**src/rtl/ifetch_ctrl_if.sv**
```systemverilog
// Instruction bus between the fetch controller (master) and the instruction memory (slave).
// Request channel: valid/addr with addr_ok accept; response channel: data_ok/data.
interface ifetch_ctrl_if #(
  parameter int ADDR_W = 64,
  parameter int INSN_W = 32
);
  logic              ireq_valid;
  logic [ADDR_W-1:0] ireq_addr;
  logic              ireq_addr_ok;
  logic              iresp_data_ok;
  logic [INSN_W-1:0] iresp_data;

  modport master (
    output ireq_valid,
    output ireq_addr,
    input  ireq_addr_ok,
    input  iresp_data_ok,
    input  iresp_data
  );

  modport slave (
    input  ireq_valid,
    input  ireq_addr,
    output ireq_addr_ok,
    output iresp_data_ok,
    output iresp_data
  );
endinterface

```
**src/rtl/ifetch_ctrl.sv**
```systemverilog
// Fetch-stage controller: single-outstanding instruction request, one-entry fetch slot,
// redirect handling with draining of stale in-flight requests.
module ifetch_ctrl #(
  parameter int                ADDR_W   = 64,
  parameter int                INSN_W   = 32,
  parameter logic [ADDR_W-1:0] PC_RESET = 64'h0000_0000_8000_0000
) (
  input  logic              clk,
  input  logic              resetn,
  input  logic              stall_f,
  input  logic              redirect_valid,
  input  logic [ADDR_W-1:0] redirect_pc,
  ifetch_ctrl_if.master     bus,
  output logic              inst_valid,
  output logic [ADDR_W-1:0] inst_pc,
  output logic [INSN_W-1:0] inst_data,
  output logic              i_wait
);

  typedef enum logic [1:0] {
    S_IDLE = 2'd0,
    S_REQ  = 2'd1,
    S_WAIT = 2'd2,
    S_DROP = 2'd3
  } state_t;

  state_t            r_state;
  state_t            w_state_nxt;

  logic [ADDR_W-1:0] r_pc;
  logic              r_hold;
  logic [ADDR_W-1:0] r_hold_addr;
  logic              r_drop_pend;
  logic              r_inst_valid;
  logic [ADDR_W-1:0] r_inst_pc;
  logic [INSN_W-1:0] r_inst_data;

  logic [ADDR_W-1:0] w_redir_pc;
  logic              w_can_issue;
  logic              w_ireq_valid;
  logic [ADDR_W-1:0] w_ireq_addr;
  logic              w_req_fire;
  logic              w_fill;

  assign w_redir_pc  = {redirect_pc[ADDR_W-1:2], 2'b00};
  assign w_can_issue = !r_inst_valid || !stall_f;
  assign w_req_fire  = w_ireq_valid && bus.ireq_addr_ok;
  assign w_fill      = (r_state == S_WAIT) && bus.iresp_data_ok && !redirect_valid;

  // State register
  always_ff @(posedge clk or negedge resetn) begin
    if (!resetn) begin
      r_state <= S_IDLE;
    end else begin
      r_state <= w_state_nxt;
    end
  end

  // Next-state logic; a request already presented when a redirect hit still lands in DROP
  always_comb begin
    w_state_nxt = r_state;
    case (r_state)
      S_IDLE: w_state_nxt = S_REQ;
      S_REQ: begin
        if (w_req_fire) begin
          w_state_nxt = (redirect_valid || r_drop_pend) ? S_DROP : S_WAIT;
        end
      end
      S_WAIT: begin
        if (bus.iresp_data_ok) begin
          w_state_nxt = S_REQ;
        end else if (redirect_valid) begin
          w_state_nxt = S_DROP;
        end
      end
      S_DROP: begin
        if (bus.iresp_data_ok) begin
          w_state_nxt = S_REQ;
        end
      end
      default: w_state_nxt = S_IDLE;
    endcase
  end

  // Output logic: a held request keeps its original address even after pc moves
  always_comb begin
    w_ireq_valid = 1'b0;
    w_ireq_addr  = r_pc;
    if (r_state == S_REQ) begin
      w_ireq_valid = r_hold || w_can_issue;
      if (r_hold) begin
        w_ireq_addr = r_hold_addr;
      end
    end
  end

  assign bus.ireq_valid = w_ireq_valid;
  assign bus.ireq_addr  = w_ireq_addr;

  always_ff @(posedge clk or negedge resetn) begin
    if (!resetn) begin
      r_pc        <= PC_RESET;
      r_hold      <= 1'b0;
      r_hold_addr <= '0;
      r_drop_pend <= 1'b0;
    end else begin
      if (redirect_valid) begin
        r_pc <= w_redir_pc;
      end else if (w_fill) begin
        r_pc <= r_pc + ADDR_W'(4);
      end
      r_hold <= w_ireq_valid && !bus.ireq_addr_ok;
      if (w_ireq_valid) begin
        r_hold_addr <= w_ireq_addr;
      end
      r_drop_pend <= w_ireq_valid && !bus.ireq_addr_ok && (r_drop_pend || redirect_valid);
    end
  end

  // Fetch slot: flush beats refill beats consume
  always_ff @(posedge clk or negedge resetn) begin
    if (!resetn) begin
      r_inst_valid <= 1'b0;
      r_inst_pc    <= '0;
      r_inst_data  <= '0;
    end else begin
      if (redirect_valid) begin
        r_inst_valid <= 1'b0;
      end else if (w_fill) begin
        r_inst_valid <= 1'b1;
        r_inst_pc    <= r_pc;
        r_inst_data  <= bus.iresp_data;
      end else if (r_inst_valid && !stall_f) begin
        r_inst_valid <= 1'b0;
      end
    end
  end

  assign inst_valid = r_inst_valid;
  assign inst_pc    = r_inst_pc;
  assign inst_data  = r_inst_data;
  assign i_wait     = !r_inst_valid && (r_state != S_IDLE);

  a_redirect_aligned: assert property (@(posedge clk) disable iff (!resetn)
    redirect_valid |-> (redirect_pc[1:0] == 2'b00));

endmodule

```
**src/flat_wrapper.sv**
```systemverilog
// flat-port wrapper written by rule: the top's interface ports become plain ports
module ifetch_ctrl_flat 
#(
  parameter int                ADDR_W   = 64,
  parameter int                INSN_W   = 32,
  parameter logic [ADDR_W-1:0] PC_RESET = 64'h0000_0000_8000_0000
)
  (clk, resetn, stall_f, redirect_valid, redirect_pc, inst_valid, inst_pc, inst_data, i_wait, bus_ireq_valid, bus_ireq_addr, bus_ireq_addr_ok, bus_iresp_data_ok, bus_iresp_data);
  ifetch_ctrl_if #(.ADDR_W(ADDR_W), .INSN_W(INSN_W)) bus_i ();
  input  logic clk;
  input  logic resetn;
  input  logic stall_f;
  input  logic redirect_valid;
  input  logic [ADDR_W-1:0] redirect_pc;
  output logic inst_valid;
  output logic [ADDR_W-1:0] inst_pc;
  output logic [INSN_W-1:0] inst_data;
  output logic i_wait;
  output wire logic [$bits(bus_i.ireq_valid)-1:0] bus_ireq_valid;
  output wire logic [$bits(bus_i.ireq_addr)-1:0] bus_ireq_addr;
  input wire logic [$bits(bus_i.ireq_addr_ok)-1:0] bus_ireq_addr_ok;
  input wire logic [$bits(bus_i.iresp_data_ok)-1:0] bus_iresp_data_ok;
  input wire logic [$bits(bus_i.iresp_data)-1:0] bus_iresp_data;
  assign bus_ireq_valid = bus_i.ireq_valid;
  assign bus_ireq_addr = bus_i.ireq_addr;
  assign bus_i.ireq_addr_ok = bus_ireq_addr_ok;
  assign bus_i.iresp_data_ok = bus_iresp_data_ok;
  assign bus_i.iresp_data = bus_iresp_data;
  ifetch_ctrl #(.ADDR_W(ADDR_W), .INSN_W(INSN_W), .PC_RESET(PC_RESET)) u_core (.clk(clk), .resetn(resetn), .stall_f(stall_f), .redirect_valid(redirect_valid), .redirect_pc(redirect_pc), .bus(bus_i), .inst_valid(inst_valid), .inst_pc(inst_pc), .inst_data(inst_data), .i_wait(i_wait));
endmodule
```
**config.mk**
```make
export PLATFORM = sky130hd
export DESIGN_NAME = ifetch_ctrl_flat
export DESIGN_NICKNAME = d
export VERILOG_FILES = /design/src/rtl/ifetch_ctrl_if.sv /design/src/rtl/ifetch_ctrl.sv /design/src/flat_wrapper.sv
export SDC_FILE = /design/constraint.sdc
export NUM_CORES = 1
export LEC_CHECK = 0
export BUFFER_PORTS_ARGS = -buffer_cell sky130_fd_sc_hd__clkbuf_2
export CAP_MARGIN = 20
export CELL_PAD_IN_SITES_DETAIL_PLACEMENT = 0
export CELL_PAD_IN_SITES_GLOBAL_PLACEMENT = 1
export CORE_UTILIZATION = 42
export CTS_CLUSTER_DIAMETER = 200
export CTS_CLUSTER_SIZE = 25
export DETAILED_ROUTE_END_ITERATION = 10
export GPL_TIMING_DRIVEN = 0
export PLACE_DENSITY_LB_ADDON = 0.1
export SYNTH_ARGS = -nofsm -noshare
export SYNTH_HDL_FRONTEND = slang
export SYNTH_SLANG_ARGS = --single-unit
export TNS_END_PERCENT = 50
```
**constraint.sdc**
```tcl
create_clock -name clk -period 3.3 [get_ports clk]
set_clock_uncertainty 0.2 [all_clocks]
set_input_delay 0.66 -clock clk [delete_from_list [all_inputs] [get_ports clk]]
set_output_delay 0.66 -clock clk [all_outputs]
set_load 0.02 [all_outputs]
```
==> results.cfg, run 1 <==
[cells_and_area]
final_common_cell = clkbuf_2
fin_nets = 1306
drive_above_1_share_pct = 42.6
area_growth_pct = 20.6
antennaDiodeCount = 0
final_cells = 1525
layout_common_cells = clkbuf_2 (263), dfrtp_1 (224), mux2_2 (207), nand2_1 (82), o21ai_0 (56)

[pwr]
pwr_density_cell_mw_per_mm2 = 796
pwr-share-comb_pct = 41.7
power_mw = 10.2
swShare_pct = 37.7
clockPowerShare_pct = 15.9
internal_power_mw = 6.38
p_leak_nw = 5.87
irDropWorstVdd_uv = 510
switchingPower_mw = 3.86
seq_power_share_pct = 42.4

[logic_synthesis]
netlist_area_mm2 = 0.0107
synth_top_area_share_pct = 52.5
netlist_instances = 921
yosys-top-cells-area = dfrtp_1 (53%), mux2_2 (22%), nand2_1 (2.9%)
ys_ff_latch = 225
synth.distinct_cells = 49
async_reset_ff_share_pct = 100
yosysWarnings = 0
syn_area_per_cell_um2 = 11.6
yosys.area.top_type = dfrtp_1
ys.flop_type = dfrtp_1
yosysSeqAreaShare_pct = 52.8
synth_edf_count = 0

[critical_path]
crit_path_frequent_cell = clkbuf_2
cp_top_family = buffers and inverters
critPathBufInv = 3
path_class = flop to output pin
critPathLaunchType = flop
cp_max_fo = 10
critPathArrivalTime_ns = 2.31
crit_chain = inv_1, ha_1, nand2_4, clkbuf_2, mux2_2, clkbuf_2
end_kind = output pin
required_ns = 2.44
slowest_stage = mux2_2
critPathMaxStageDelay_ns = 0.42

[clock_network]
clk_pin_slew_ns = 0.11
cts_max_level = 1
cts_tree = done
clockBufferDepth = 3
clock-sinks = 225
cts_buffers = 12
clkLatencyLatePin_ns = 0.49
root_buffer = clkbuf_16

[timing]
hold-worst-slack_ns = -0.0251
hold_viol_final = 11
worst_pin_slew_ns = 0.793
drv_slew = 0
fin_setup_tns_ns = 0
fin_crit_ns = 3.17
relSlewSlack_pct = 47.1
grt_setup_unrepaired = no
setup_viol = 0
fmax_mhz = 315
post-route-period-util_pct = 96.1
setup_slack_ns = 0.128

[floorplanning]
ios = 265
start_util_pct = 43.4
fp.dieH_um = 161
rows = 57
fp.dieW_um = 161
core_area_mm2 = 0.0246
die_area_mm2 = 0.0261

[route]
vias = 8018
firstDrtPassIters = 4
drt_iter0_markers = 470
drt-total-wl_um = 29300
drc = 0
antenna_left = 0
viasPerCell = 5.26
wl_per_cell_um = 19.2

[run_status]
violations = hold timing
outcome = finished, violations left

[global_routing]
track_usage_pct = 22.6
grt.overflow.total = 0
grt_pass1_wl_um = 46000
grt_pass1_vias = 8029
grt_max_degree = 90
antenna_found_initial = 0

[placement]
place_ws_ns = -0.423
portBuffers = 259
post-place-cells = 1509
gp_congestion = 0.862
place_hpwl_um = 21500

[min_path]
holdCritPathClass = input port to asynchronous set/reset pin

[job]
max-cap-violations = 0
==> cells in the mapped netlist, drive strengths merged (2+ instances only) <==
library cell,number
xnor2,16
xor2,17
nor2b,9
or3,11
and2,3
or2,3
nor4,13
inv,9
o21a,2
nand3,28
a22oi,5
clkbuf,59
nor2,29
and4,2
a221o,3
nand2,83
buf,12
mux2i,6
dfrtp,224
or4,12
and3,7
ha,5
or3b,3
nor4b,4
o211ai,4
a21oi,5
o21ai,56
a31oi,13
o31ai,5
a211o,2
nor3,15
mux2,207
nand4,42
==> through the flow <==
stage | instance area (um2) | utilization, %
after floorplan | 10700 | -
after global placement | 12400 | 50.3
after detailed placement | 12500 | 50.6
after CTS | 12800 | 52.1
after global routing | 12900 | 52.3
final | 12900 | 52.3
==> power by group through the flow <==
stage / Clock (mW) / Combinational (mW) / Sequential [mW]
global route: 1.75 / 4.61 / 4.50
floorplan: 0 / 2.22 / 5.01
CTS: 1.69 / 4.34 / 4.35
global placement: 0 / 4.27 / 4.36
detailed placement: 0 / 4.32 / 4.40
finish: 1.63 / 4.27 / 4.34
==> sequential cells by signal (all words and copies together) (netlist names) <==
register / cells
u_core.r_hold: 1
u_core.r_hold_addr: 64
u_core.r_pc: 62
u_core.inst_pc: 62
u_core.r_state: 2
u_core.inst_valid: 1
u_core.r_drop_pend: 1
u_core.inst_data: 32
==> cell type report <==
type / instances / area, um2
fill: 2301 / 11700
sequential: 225 / 5630
multi-input combinational: 616 / 4760
timing repair buffer: 265 / 1400
tap: 324 / 405
clock buffer: 16 / 337
buffer: 69 / 295
inverter: 10 / 37.5
==> logic make-up (layout without fill, tap and decap cells) <==
family                   count (synthesis)  after routing  share of synthesized area (%)
AO/OA/AOI/OAI                           96             96                           5.28
XOR/XNOR                                33             33                           2.71
other                                    1              2                         0.0351
multiplexers                           213            213                           22.4
AND/OR/NAND/NOR                        267            267                           13.2
buffers and inverters                   81            360                           3.04
flip-flops                             225            225                           52.8
adder cells (fa/ha/maj)                  5              5                          0.586
==> worst paths after layout <==
check / startpoint / end / slack [ns] / depth (start not counted)
setup / recovery: u_core.r_state[1] / bus_ireq_addr[38] / 0.13 / 6
hold / removal: resetn / u_core.inst_pc[55] / -0.03 / 1
setup reg to reg: u_core.r_pc[31] / u_core.r_pc[40] / 0.26 / 6
hold reg to reg: u_core.r_drop_pend / u_core.r_drop_pend / 0.29 / 1
max in group asynchronous: resetn / u_core.r_pc[31] / 2.03 / 2
min in group clk: bus_ireq_addr_ok / u_core.r_hold / 0.15 / 2
==> metal layers <==
metal | up-vias | routed length (um) | GRT usage [%]
met5 | - | 0 | 0
met4 | 0 | 610 | 5.45
met3 | 34 | 1670 | 4.03
met2 | 194 | 13700 | 36.6
met1 | 3932 | 13300 | 31.5
li1 | 3858 | - | -
==> repair_timing <==
action	in CTS	in global routing
pin swaps	0	1
setup endpoints to repair	66	36
setup buffers	0	2
endpoints found under the hold margin	0	0
resized for setup	12	5
hold buffers	0	0
Power figures use the tool's default switching activity.
==> run 2, diff against run 1 <==
--- a/config.mk
+++ b/config.mk
@@ -9,7 +9,7 @@
 export CAP_MARGIN = 20
 export CELL_PAD_IN_SITES_DETAIL_PLACEMENT = 0
 export CELL_PAD_IN_SITES_GLOBAL_PLACEMENT = 1
-export CORE_UTILIZATION = 42
+export CORE_UTILIZATION = 35
 export CTS_CLUSTER_DIAMETER = 200
 export CTS_CLUSTER_SIZE = 25
 export DETAILED_ROUTE_END_ITERATION = 10
==> run 2 against run 1 <==
Compared with the run above:
- the run now ends clean
- first-iteration DRC count increased by 4.0%
- critical path type is now flop to flop
- register-to-register slack got worse by 0.13 ns
- sequential share of layout area decreased by 0.35 points
==> results.cfg, run 2 (same netlist as run 1, synthesis figures left out) <==
[critical_path]
path_class = flop to flop
cp-endpoint = u_core.r_pc[42]
required_ns = 3.54
r2r_slack_ns = 0.13
crit_chain = inv_1, ha_1, clkbuf_1, nand4_1, nor4_2, nand3_1, or4_1, nand3_1
critPathMaxStageDelay_ns = 0.59
reg2reg_depth = 8
end_kind = flop
r2r_start = u_core.r_state[0]
critPathArrivalTime_ns = 3.41
crit_path_frequent_cell = nand3_1
r2r-end = u_core.r_pc[42]
crit_path_start = u_core.r_state[0]
critPathLaunchType = flop
slowest_stage = nor4_2
cp_max_fo = 9

[global_routing]
grt_pass1_vias = 8211
grt.overflow.total = 0
antenna_found_initial = 1
grt_max_degree = 86
track_usage_pct = 20.6
grt_pass1_wl_um = 49100

[pwr]
pwr-share-comb_pct = 41.8
swShare_pct = 38.1
power_mw = 10.3
irDropWorstVdd_uv = 412
pwr_density_cell_mw_per_mm2 = 796
internal_power_mw = 6.39
seq_power_share_pct = 42.1
clockPowerShare_pct = 16.1
switchingPower_mw = 3.94
p_leak_nw = 5.88

[cells_and_area]
area_growth_pct = 21.5
fin_nets = 1309
stdcell_area_mm2 = 0.0130
layout_common_cells = clkbuf_2 (264), dfrtp_1 (224), mux2_2 (207), nand2_1 (82), o21ai_0 (56)
final_cells = 1596
top_register = u_core.r_hold_addr
largest_reg_flops = 64
drive_above_1_share_pct = 42.7
final_common_cell = clkbuf_2

[job]
max-cap-violations = 0

[floorplanning]
die_area_mm2 = 0.0312
fp.dieW_um = 177
start_util_pct = 35.8
core_area_mm2 = 0.0298
fp.dieH_um = 177
rows = 63
ios = 265

[route]
met3_length_um = 1620
drc = 0
antenna_left = 0
wl_per_cell_um = 20.0
wl_met1_um = 14700
drt-total-wl_um = 31900
drt_iter0_markers = 489
viasPerCell = 5.08
vias = 8104
routed-wl-met2_um = 15000
firstDrtPassIters = 5
maxUsedRoutingLayer = met4

[run_status]
outcome = finished clean

[timing]
hold-worst-slack_ns = 0.151
grt_setup_unrepaired = no
setup_viol = 0
fmax_mhz = 315
hold_viol_final = 0
post-route-period-util_pct = 96.1
relSlewSlack_pct = 46.9
fin_crit_ns = 3.17
drv_slew = 0
worst_pin_slew_ns = 0.797
setup_slack_ns = 0.129

[placement]
post-place-cells = 1575
place_hpwl_um = 23300
post_dp_cell_area_mm2 = 0.0125
place_ws_ns = -0.529
portBuffers = 259
gp_congestion = 0.824

[clock_network]
cts_buffers = 12
clock-sinks = 225
clk_pin_slew_ns = 0.11
cts_max_level = 1
clkLatencyLatePin_ns = 0.49
root_buffer = clkbuf_16
cts_tree = done
clockBufferDepth = 3

[min_path]
holdCritPathClass = input port to flop
holdPathStages = 2
run 2: worst min-delay path by stage:
stage / slack [ns] / to / startpoint
2_1_floorplan: 0.16 / u_core.inst_data[0] / resetn
3_3_place_gp: 0.26 / u_core.r_hold_addr[42] / u_core.r_hold_addr[42]
3_5_place_dp: 0.27 / u_core.r_hold_addr[38] / u_core.r_hold_addr[38]
4_1_cts: 0.14 / u_core.r_hold / bus_ireq_addr_ok
5_1_grt: 0.16 / u_core.r_pc[30] / redirect_pc[30]
6_report: 0.15 / u_core.r_hold / bus_ireq_addr_ok
run 2: final cells by class:
class                   instances  area [um2]
repair buffers                267        1410
inverters                      10        37.5
plain buffers                  70         294
fillers                      2955       16800
well taps                     390         488
flip-flops and latches        225        5630
diodes                          1        2.50
multi-input cells             616        4770
clock buffers                  17         340
run 2: worst max-delay path, delay by kind of cell, from the launching register on:
family / cells / cell delay (ns)
simple gates: 5 / 1.94
flops: 1 / 0.42
fa+ha+maj: 1 / 0.15
buf+inv: 2 / 0.41
run 2: routing by layer:
metal	vias up	GRT usage [%]
met5	-	0
met4	0	3.95
met3	24	3.93
met2	196	33.9
met1	4024	28.2
li1	3860	-
run 2: through the flow:
| stage | utilization [%] | TNS, ns |
|---|---|---|
| global route | 43.5 | 0 |
| CTS | 43.4 | -0.00516 |
| global placement | 41.8 | -838.89 |
| detailed placement | 42.1 | -31.49 |
| finish | 43.5 | 0 |
| floorplan | - | 0 |
run 2: repair_timing:
action | CTS | global route
hold buffers | 1 | 0
pin swaps | 0 | 2
hold endpoints to repair | 46 | 0
setup endpoints to repair | 72 | 63
setup buffers | 0 | 3
gates resized for setup | 12 | 5
run 2: power by group through the flow:
stage	logic, mW	registers, mW	clock network, mW
floorplan	2.22	5.01	0
global placement	4.33	4.36	0
detailed placement	4.38	4.40	0
CTS	4.40	4.35	1.74
global route	4.67	4.49	1.81
finish	4.31	4.34	1.67
==> run 3, diff against run 2 <==
--- a/config.mk
+++ b/config.mk
@@ -9,7 +9,9 @@
 export CAP_MARGIN = 20
 export CELL_PAD_IN_SITES_DETAIL_PLACEMENT = 0
 export CELL_PAD_IN_SITES_GLOBAL_PLACEMENT = 1
-export CORE_UTILIZATION = 35
+export CORE_ASPECT_RATIO = 1.5
+export CORE_MARGIN = 4
+export CORE_UTILIZATION = 42
 export CTS_CLUSTER_DIAMETER = 200
 export CTS_CLUSTER_SIZE = 25
 export DETAILED_ROUTE_END_ITERATION = 10
==> run 3 against run 2 <==
Compared with the run above:
- flip-flop and latch count is the same
- routed wire length decreased by 2.9%
- sequential share of layout area increased by 0.38 points
- largest cell class unchanged
- worst setup slack improved by 0.012 ns
- maximum frequency is 0.37% higher
- critical path type unchanged
- sequential power about the same
==> results.cfg, run 3 (same netlist as run 1, synthesis figures left out) <==
[run_status]
outcome = finished clean

[placement]
gp_congestion = 0.833
post_dp_cell_area_mm2 = 0.0125
place_hpwl_um = 23200
portBuffers = 259

[route]
wl_per_cell_um = 20.2
drt_iter0_markers = 373
antenna_left = 0
viasPerCell = 5.35
vias = 8189
drc = 0
firstDrtPassIters = 5
drt-total-wl_um = 30900

[timing]
drv_slew = 0
post-route-period-util_pct = 95.8
grt_setup_unrepaired = yes
fin_crit_ns = 3.16
setup_viol = 0
relSlewSlack_pct = 48.8
worst_pin_slew_ns = 0.760
hold_viol_final = 0
fmax_mhz = 316

[clock_network]
cts_max_level = 1
clk_pin_slew_ns = 0.10
root_buffer = clkbuf_16
cts_buffers = 12
clkLatencyLatePin_ns = 0.49
cts_tree = done
clock-sinks = 225
clockBufferDepth = 3

[pwr]
pwr_density_cell_mw_per_mm2 = 800
irDropWorstVdd_uv = 573
p_leak_nw = 5.87

[cells_and_area]
largest_reg_flops = 64
area_growth_pct = 20.5
fin_util_pct = 51.3
final_common_cell = clkbuf_2
layout_common_cells = clkbuf_2 (264), dfrtp_1 (224), mux2_2 (207), nand2_1 (82), o21ai_0 (56)
fin_nets = 1305
drive_above_1_share_pct = 42.5
stdcell_area_mm2 = 0.0129
fillers = 2403
top_register = u_core.r_hold_addr

[global_routing]
antenna_found_initial = 1
grt_max_degree = 107
grt_pass1_wl_um = 48900
grt.overflow.total = 0
grt_pass1_vias = 8452
track_usage_pct = 21.8

[critical_path]
crit_chain = inv_1, ha_1, nand4_1, or4_4, or2_1, buf_6, or4_1, a31oi_1
reg2reg_depth = 8
r2r_slack_ns = 0.14
crit_path_start = u_core.r_state[0]
end_kind = flop
cp_max_fo = 10
r2r-end = u_core.r_pc[55]
path_class = flop to flop
cp-endpoint = u_core.r_pc[55]
slowest_stage = or4_4
r2r_start = u_core.r_state[0]
critPathArrivalTime_ns = 3.35
required_ns = 3.49
critPathMaxStageDelay_ns = 0.55
critPathLaunchType = flop

[floorplanning]
fp.dieW_um = 138
start_util_pct = 42.6
fp.dieH_um = 203
ios = 265
rows = 71
die_area_mm2 = 0.0281
core_area_mm2 = 0.0251

[job]
max-cap-violations = 0

[min_path]
holdCritPathClass = input port to flop
hp-start = bus_ireq_addr_ok
[run 3: cell types whose count changed in the layout (fill, tap and decap cells not counted), sizes merged]
cell | before | now
buf | 19 | 16
clkbuf | 334 | 333
[run 3: metal layers]
| metal | wire length [um] | part of all wire, % | global-route usage (%) | vias to the layer above |
|---|---|---|---|---|
| li1 | - | - | - | 3855 |
| met1 | 12400 | 40 | 26.9 | 4064 |
| met2 | 16100 | 52 | 39.1 | 238 |
| met3 | 1840 | 6.0 | 4.39 | 32 |
| met4 | 588 | 1.9 | 5.54 | 0 |
| met5 | 0 | 0 | 0 | - |
[run 3: cell type report]
type	instances	area (um2)	share of cell area (%)
timing repair buffer	264	1390	10.8
sequential	225	5630	43.8
antenna	1	2.50	0.0195
buffer	69	290	2.26
inverter	10	37.5	0.292
tap	328	410	3.19
multi-input combinational	616	4760	37.0
clock buffer	17	340	2.65
[run 3: per-stage QoR]
stage	hold slack (ns)	instances	setup TNS (ns)	worst slack [ns]	total power, mW
after floorplan	0.164	922	0	0.510	7.23
after global placement	0.259	1509	-804.97	-3.44	8.68
after detailed placement	0.265	1512	-35.86	-0.512	8.78
after CTS	0.149	1529	-0.163	-0.130	10.5
after global routing	0.161	1530	-0.00797	-0.00797	10.9
final	0.168	1530	0	0.140	10.3
[run 3: critical path: cells and delay by family (launching register included)]
family                   cells  cell delay (ns)
AND/OR/NAND/NOR              4             1.63
AO/OA/AOI/OAI                1             0.17
buffers and inverters        2             0.29
flip-flops                   1             0.42
adder cells (fa/ha/maj)      1             0.37
[run 3: worst min-delay path by stage]
stage / cells past startpoint / endpoint
floorplan: 0 / u_core.inst_data[0]
global placement: 2 / u_core.r_hold_addr[38]
detailed placement: 1 / u_core.r_hold_addr[0]
CTS: 2 / u_core.r_hold
global route: 3 / u_core.r_pc[14]
finish: 2 / u_core.r_hold
[run 3: timing repair]
action                                 in CTS  in global routing
resized for setup                          12                  6
endpoints found under the hold margin      23                  0
hold buffers                                1                  0
pin swaps                                   0                  1
setup endpoints to repair                  74                 36
buffers inserted                            0                  1
[run 3: where the power goes]
| group | switching (mW) | internal [mW] |
|---|---|---|
| sequential | 0.565 | 3.79 |
| clock | 0.901 | 0.727 |
| combinational | 2.43 | 1.87 |
| total | 3.90 | 6.39 |
